**config.mk**
```make
export PLATFORM = sky130hd
export DESIGN_NAME = rr_arb_stream_mux
export DESIGN_NICKNAME = d
export VERILOG_FILES = /design/src/rtl/rr_arb_stream_mux.sv
export SDC_FILE = /design/constraint.sdc
export NUM_CORES = 1
export LEC_CHECK = 0
export BUFFER_PORTS_ARGS = -buffer_cell sky130_fd_sc_hd__buf_2
export CORE_AREA = 5 5 96 98
export CTS_BUF_LIST = sky130_fd_sc_hd__clkbuf_8
export DETAILED_ROUTE_END_ITERATION = 8
export DIE_AREA = 0 0 101 103
export MAX_ROUTING_LAYER = met4
export PLACE_DENSITY = 0.69
export SLEW_MARGIN = 20
export SYNTH_ARGS = -nofsm -noshare
export SYNTH_HDL_FRONTEND = slang
export SYNTH_SLANG_ARGS = --single-unit
```
**constraint.sdc**
```tcl
create_clock -name clk -period 7.5 [get_ports clk]
set_input_delay 1.5 -clock clk [delete_from_list [all_inputs] [get_ports clk]]
set_output_delay 1.5 -clock clk [all_outputs]
set_load 0.005 [all_outputs]
```
**src/rtl/rr_arb_stream_mux.sv**
```systemverilog
// Packet-locked stream mux behind a round-robin arbiter: forwards one whole packet per grant, then pulses reqArb.
// Optional per-channel packet counters on pktCnt are built when RR_ARB_MUX_PKT_CNT_EN is defined.
module rr_arb_stream_mux #(
    parameter int NREQ          = 4,
    parameter int DATA_WIDTH    = 32,
    parameter int SETTLE_CYCLES = 2,
    localparam int IDW          = (NREQ > 1) ? $clog2(NREQ) : 1
) (
    input  logic                       clk,
    input  logic                       rst,
    input  logic [NREQ-1:0]            sTvalid,
    input  logic [NREQ*DATA_WIDTH-1:0] sTdata,
    input  logic [NREQ-1:0]            sTlast,
    output logic [NREQ-1:0]            sTready,
    output logic [NREQ-1:0]            reqBus,
    output logic                       reqArb,
    input  logic [NREQ-1:0]            grantBus,
    output logic                       mTvalid,
    output logic                       mTlast,
    output logic [DATA_WIDTH-1:0]      mTdata,
    output logic [IDW-1:0]             mTid,
    input  logic                       mTready,
    output logic                       busy,
    output logic [NREQ*16-1:0]         pktCnt,
    output logic [1:0]                 dbg_state
);

    // Stream handshake: a beat moves on a cycle where valid and ready are both high;
    // valid never waits on ready, and the selected channel's ready is mTready passed straight through.
    typedef enum logic [1:0] {IDLE, XFER, RELEASE, SETTLE} state_t;

    state_t          state, state_nxt;
    logic [IDW-1:0]  sel, sel_nxt;
    logic [3:0]      settle_cnt, settle_cnt_nxt;
    logic [NREQ-1:0] req_q, req_nxt;
    logic            grant_hit;
    logic [IDW-1:0]  grant_idx;
    logic            last_hs;

    // Only a clean one-hot grant on a channel that actually has data starts a packet.
    always_comb begin
        grant_hit = 1'b0;
        grant_idx = '0;
        if ($onehot(grantBus)) begin
            for (int i = 0; i < NREQ; i++) begin
                if (grantBus[i] && sTvalid[i]) begin
                    grant_hit = 1'b1;
                    grant_idx = IDW'(i);
                end
            end
        end
    end

    assign last_hs = (state == XFER) && sTvalid[sel] && mTready && sTlast[sel];

    always_comb begin
        state_nxt      = state;
        sel_nxt        = sel;
        settle_cnt_nxt = settle_cnt;
        req_nxt        = sTvalid;
        case (state)
            IDLE: begin
                if (grant_hit) begin
                    state_nxt = XFER;
                    sel_nxt   = grant_idx;
                end
            end
            XFER: begin
                // Keep requesting the locked channel so the arbiter cannot rotate away mid-packet.
                req_nxt[sel] = 1'b1;
                if (last_hs) state_nxt = RELEASE;
            end
            RELEASE: begin
                settle_cnt_nxt = '0;
                state_nxt      = SETTLE;
            end
            SETTLE: begin
                if (settle_cnt == 4'(SETTLE_CYCLES - 1)) state_nxt = IDLE;
                else settle_cnt_nxt = settle_cnt + 4'd1;
            end
            default: state_nxt = IDLE;
        endcase
    end

    always_ff @(posedge clk) begin
        if (rst) begin
            state      <= IDLE;
            sel        <= '0;
            settle_cnt <= '0;
            req_q      <= '0;
        end else begin
            state      <= state_nxt;
            sel        <= sel_nxt;
            settle_cnt <= settle_cnt_nxt;
            req_q      <= req_nxt;
        end
    end

    // Outputs are forced low while rst is held so a reset mid-packet is visible immediately.
    always_comb begin
        sTready = '0;
        mTvalid = 1'b0;
        mTlast  = 1'b0;
        mTdata  = '0;
        mTid    = '0;
        if (!rst && state == XFER) begin
            mTvalid      = sTvalid[sel];
            mTlast       = sTlast[sel];
            mTdata       = sTdata[int'(sel)*DATA_WIDTH +: DATA_WIDTH];
            mTid         = sel;
            sTready[sel] = mTready;
        end
        reqArb = !rst && (state == RELEASE);
        busy   = !rst && (state != IDLE);
        reqBus = rst ? '0 : req_q;
    end

    assign dbg_state = state;

`ifdef RR_ARB_MUX_PKT_CNT_EN
    logic [NREQ*16-1:0] cnt_q;

    always_ff @(posedge clk) begin
        if (rst) cnt_q <= '0;
        else if (last_hs) cnt_q[int'(sel)*16 +: 16] <= cnt_q[int'(sel)*16 +: 16] + 16'd1;
    end

    assign pktCnt = cnt_q;
`else
    assign pktCnt = '0;
`endif

endmodule
```
# Yosys cells after proc, flatten, opt, wreduce, memory -nomap -nowiden
# Index checks and enable logic that the tools add are counted.
[totals] ff_bits=12 in_bits=143 out_inout_bits=112 wordCells=68
[op_classes] addsub=4 order_cmp=2 n_eq_ne=9 shifts=1 mux=28 bitwise=2 reduce_logical=18
[ops] cell="indexed part select 128 x 8 -> 32 bit" n=1
[ops] cell="two-way mux 32 bit" n=1
[ops] cell="two-way mux 4 bit" n=4
[ops] cell="two-way mux 2 bit" n=7
[ops] cell="logical AND 1 bit" n=11
[ops] cell="two-way mux 1 bit" n=11
[ops] cell="!= test 2 bit (second input constant)" n=4
[ops] cell="one-hot mux 2 bit (4 select lines)" n=1
[ops] cell="one-hot mux 4 bit (2 select lines)" n=1
[ops] cell="adder 1 x 1 -> 2 bit" n=2
[ops] cell="adder 4 x 1 -> 4 bit (second input constant)" n=1
[ops] cell="AND 4 bit" n=1
[ops] cell="binary-select mux 1 bit (select 2 bit)" n=2
[ops] cell="== test 2 bit (second input constant)" n=2
[ops] cell="== test 4 x 1 -> 1 bit (second input constant)" n=1
[ops] cell="OR 4 bit" n=1
[ops] cell="AND reduction 2 bit" n=2
[ops] cell="nonzero test 2 bit" n=2
[ops] cell="adder 2 x 2 -> 3 bit" n=1
[ops] cell="== test 3 x 1 -> 1 bit (second input constant)" n=1
[ops] cell="< comparator 2 x 3 -> 1 bit (second input constant)" n=1
[ops] cell="AND reduction 3 bit" n=1
[ops] cell="demux 1 bit (select 2 bit)" n=1
[ops] cell="== test 2 x 1 -> 1 bit (second input constant)" n=1
[ops] cell="other kinds (3)" n=3

# Longest topological paths before layout
[logic_depth] ltp_word=8 depth_mapped=9 mapped_depth_nobuf=9

# Worst setup path before layout
# No wires, ideal clock.
[synth_path] path_kind="input-to-output" start="input rst" end="output mTdata[10]" t_arrival_ns=2.129 t_required_ns=6.000 path_slack_ns=3.871 stages=3 path_buffers=1 path_cell_list="nor2b_1 clkbuf_1 and2_1"
[synth_between] elab_chain_len=3
[synth_lines] item="from (decl)" line_no="10" source="input logic rst,"
[synth_lines] item="logical NOT 1 bit" line_no="106" source="if (!rst && state == XFER) begin"
[synth_lines] item="logical AND 1 bit" line_no="106"
[synth_lines] item="two-way mux 32 bit" line_no="106"
[synth_lines] item="to (decl)" line_no="20" source="output logic [DATA_WIDTH-1:0] mTdata,"
# Every way passes these cells.

# Worst setup path after layout
[layout_path] start="input rst" end="output sTready[3]"
[layout_between] elab_chain_len=3
[layout_lines] item="logical NOT 1 bit" line_no="106"
[layout_lines] item="logical AND 1 bit" line_no="106"
[layout_lines] item="two-way mux 4 bit" line_no="106"
[layout_lines] item="to (decl)" line_no="14" source="output logic [NREQ-1:0] sTready,"
# Every way passes these cells.

==> results.md <==
Run status:
- The run finished with clean final reports.

Synthesis:
- By area the synthesized netlist is led by mux4_2 33%, buf_4 21%, dfxtp_1 10%, and2_1 9.1%, ha_1 4.3%.
- The cell count after synthesis came out at 239.
- By count the netlist is led by 65 x buf_4, 34 x and2_1, 34 x mux4_2, 12 x dfxtp_1, 11 x inv_1.
- The distinct cell type count after synthesis is 34.
- The cell type with the largest total area after synthesis is mux4_2.
- The number of storage elements in the synthesis netlist is 12.
- The proportion of register bits with asynchronous set or reset after synthesis is 0%.
- In this run the mean area of a mapped cell was just under 10 µm².
- For this run, the number of Yosys warnings is 0.
- The most instantiated flip-flop cell in the synthesis netlist is dfxtp_1.
- The number of enable-type register cells in the synthesized netlist is 0.
- The synthesized area is between 0.002 and 0.0025 mm².
- In the post-synthesis netlist, the cell with the most instances is buf_4.
- The fraction of the yosys area taken by sequential cells is 10.33%.
- The top cell type by area accounts for approximately a third of the synthesized area.

Critical path:
- The maximum fanout count along the critical path is 35.
- The worst-case reg-to-reg path depth is 4.
- The startpoint-to-endpoint class of the critical path is primary input to output port.
- At the worst endpoint, the required time is 6.00 ns.
- The category of the worst setup path launch point is a primary input.
- The kind of end point of the critical path is an output port.
- Data arrives at the worst endpoint at 2.77 ns.

Global route:
- The remaining global-route overflow is 0.
- The global-route wire length before repair is around 12 mm.
- Entering global routing, the biggest net connects 40 pins.
- The number of global-route vias before repair is between 2k and 2.5k.
- The initial antenna violation count is 5.
- Across every metal layer, demand over resource in global routing totals between 10% and 20%.

Pwr:
- The clock network burns 18.0% of the power.
- The design draws roughly 0.38 mW.
- Summed over all cells, the static leakage comes to about 1.6 nW.
- Across the VDD grid, the largest voltage drop is 0.00009988 V.
- The part of the power in registers is 24.0%.
- Per report_power, the combinational group accounts for between 50 and 60% of the total.
- Net switching is 36.83% of the power.
- In this run the power spent charging and discharging nets is about 0.14 mW.
- The internal portion of the total power is about 0.24 mW.
- The areal power density over the cells is between 100 and 150 mW/mm².

Detailed routing:
- For this block, the initial DRC count from the detailed router was slightly below 70.
- The total number of vias is approximately 2.4k.
- For this run, design rule violations remaining after detail routing come to 0.
- The routed length per placed instance is around 17 µm.
- The number of detailed-route iterations in the first pass is 4.
- The sum of routed wire length over all layers is roughly 9.0 mm.
- After detailed routing, the number of vias per cell comes to ~4.5.
- The post-detailed-route count of antenna-violating nets is 0.

Layout:
- Of the cells placed in the final design, the portion with a size suffix greater than 1 is 56.09%.
- The final layout contains about 570 nets.
- Compared with the post-synthesis result, the final layout area differs by 36.28%.
- The layout has between 800 and 900 filler cells.
- Once layout is done, the placed cells without fillers occupy about 0.0032 mm².

Die:
- In this run the vertical extent of the chip is between 100 and 150 µm.
- The area of the die is about 0.010 mm².
- The width of the die is 101 µm.
- In this run the count of I/O pins placed on the die edge is between 200 and 300.
- The placeable core area is about 0.0084 mm².
- The initialized floorplan defines 34 standard-cell rows.
- The initial core utilization is 27.74%.

Run:
- The number of max-capacitance violations reported is 0.

STA:
- The number of slew-limit violations in the final report is 0.
- Setup violations remaining at the end of the flow were counted as 0.
- The number of failing hold endpoints at the final stage is 0.
- The post-layout worst setup margin is around 3.2 ns.
- Setup repair after global routing left no endpoint under its margin.
- Hold timing on the final database bottoms out at a slack of 0.5016 ns.
- For the pin with the worst max-slew slack, the measured transition is 0.9148 ns.
- The final critical-path share of the clock period is between 50% and 60%.
- In this run the tightest slew margin relative to its limit is 39.02%.
- The minimum clock period is 4.275 ns.
- Summed over all failing endpoints, the final setup total negative slack is 0 ns.
- Based on the critical path, the design can be clocked at up to approximately 230 MHz.
- Clock skew on the completed layout was measured at around 0.0029 ns.

CTS:
- For the worst-skew pair, the clock arrives at the later sink with an insertion delay of ~0.23 ns.
- In this run the clock root is driven by a clkbuf_8.
- The TritonCTS clock tree is yes.
- Clock tree synthesis found a total of 12 sinks.
- The total CTS buffers is 3.
- The maximum buffer depth of the clock tree is 2.
- The clock slew seen by the registers of the worst setup and hold paths is around 0.050 ns.
- The level count of the clock H-tree is 1.
- The post-CTS setup-driven buffer insertion count is 0.
- The hold buffer count at CTS is 0.
- The post-cts sizing count is 0.

Place:
- The global placer's final weighted congestion is around 0.86.
- The detailed placement HPWL is about 8.1 mm.
- The setup slack at placement is 2.821 ns.
- The count of buffers added on input and output ports is between 150 and 200.
- In this run the cell area measured after placement is around 0.0031 mm².

Worst hold path:
- The number of instances on the worst hold path is 2.
- The path class of the tightest hold or removal check is flip-flop to flip-flop.
-- critical path, cell delays in order --
cell and delay, ns:
buf_2 0.22, nor2b_4 0.54, nand2_1 0.21, nor3_1 0.17
buf_2 0.14
-- stage by stage --
step	instances	utilization, %
6_report	532	37.80
3_5_place_dp	523	36.94
2_1_floorplan	302	-
5_1_grt	532	37.80
3_3_place_gp	523	36.94
4_1_cts	527	37.59
-- final timing paths --
check | end | startpoint | slack, ns
worst max-delay path | sTready[3] | rst | 3.23
worst min-delay path | settle_cnt[3]$_SDFFE_PP0P_ | settle_cnt[3]$_SDFFE_PP0P_ | 0.50
worst min register to register | settle_cnt[3]$_SDFFE_PP0P_ | settle_cnt[3]$_SDFFE_PP0P_ | 0.50
worst max register to register | dbg_state[1]$_SDFFE_PP0P_ | sel[1]$_SDFFE_PP0P_ | 5.31
-- final cells by class --
cell class / instances / area [µm²] / share of cell area, %
antenna: 5 / 12.51 / 0.3949
sequential: 12 / 242.7 / 7.662
timing repair buffer: 191 / 958.4 / 30.25
inverter: 11 / 41.29 / 1.303
tap: 108 / 135.1 / 4.265
multi-input combinational: 201 / 1723 / 54.38
clock buffer: 4 / 55.05 / 1.738
-- logic make-up (layout without fill, tap and decap cells) --
group / count (synthesis) / count (layout) / synth area share, %
buf+inv: 89 / 206 / 26.05
simple gates: 72 / 72 / 18.03
mux: 37 / 37 / 34.23
compound gates: 18 / 18 / 5.651
flops: 12 / 12 / 10.33
fa+ha+maj: 9 / 9 / 5.167
other cells: 1 / 69 / 0.1613
xor+xnor: 1 / 1 / 0.3768
-- power groups by stage --
stage | registers [mW] | clock network [mW] | logic [mW]
2_1_floorplan | 0.0769 | 0 | 0.167
3_3_place_gp | 0.0919 | 0 | 0.213
3_5_place_dp | 0.0924 | 0 | 0.219
4_1_cts | 0.0912 | 0.0697 | 0.219
5_1_grt | 0.0930 | 0.0744 | 0.243
6_report | 0.0906 | 0.0680 | 0.219
-- layout by cell type, fill, tap and decap left out, drive strengths merged, types with 4 or more instances in the layout --
cell type | Yosys | layout
conb | 1 | 64
ha | 8 | 8
nand3 | 4 | 4
nor2 | 9 | 9
nor2b | 6 | 6
inv | 11 | 11
mux4 | 34 | 34
diode | 0 | 5
clkbuf | 6 | 4
nand2b | 6 | 6
a31oi | 4 | 4
buf | 72 | 191
a21oi | 4 | 4
and2 | 34 | 34
nor3 | 4 | 4
dfxtp | 12 | 12
-- per-layer routing --
| metal | global-route usage [%] | part of all wire [%] | vias to the layer above |
|---|---|---|---|
| li1 | - | - | 1094 |
| met1 | 18.55 | 36 | 1135 |
| met3 | 4.195 | 11 | 10 |
| met5 | - | 0 | - |
| met4 | 3.988 | 1.6 | 0 |
| met2 | 27.85 | 51 | 133 |
-- state kept, by name, indices dropped and copies added, names as in the netlist --
name,cells
dbg_state,2
req_q,4
sel,2
settle_cnt,4
Power figures use the tool's default switching activity.
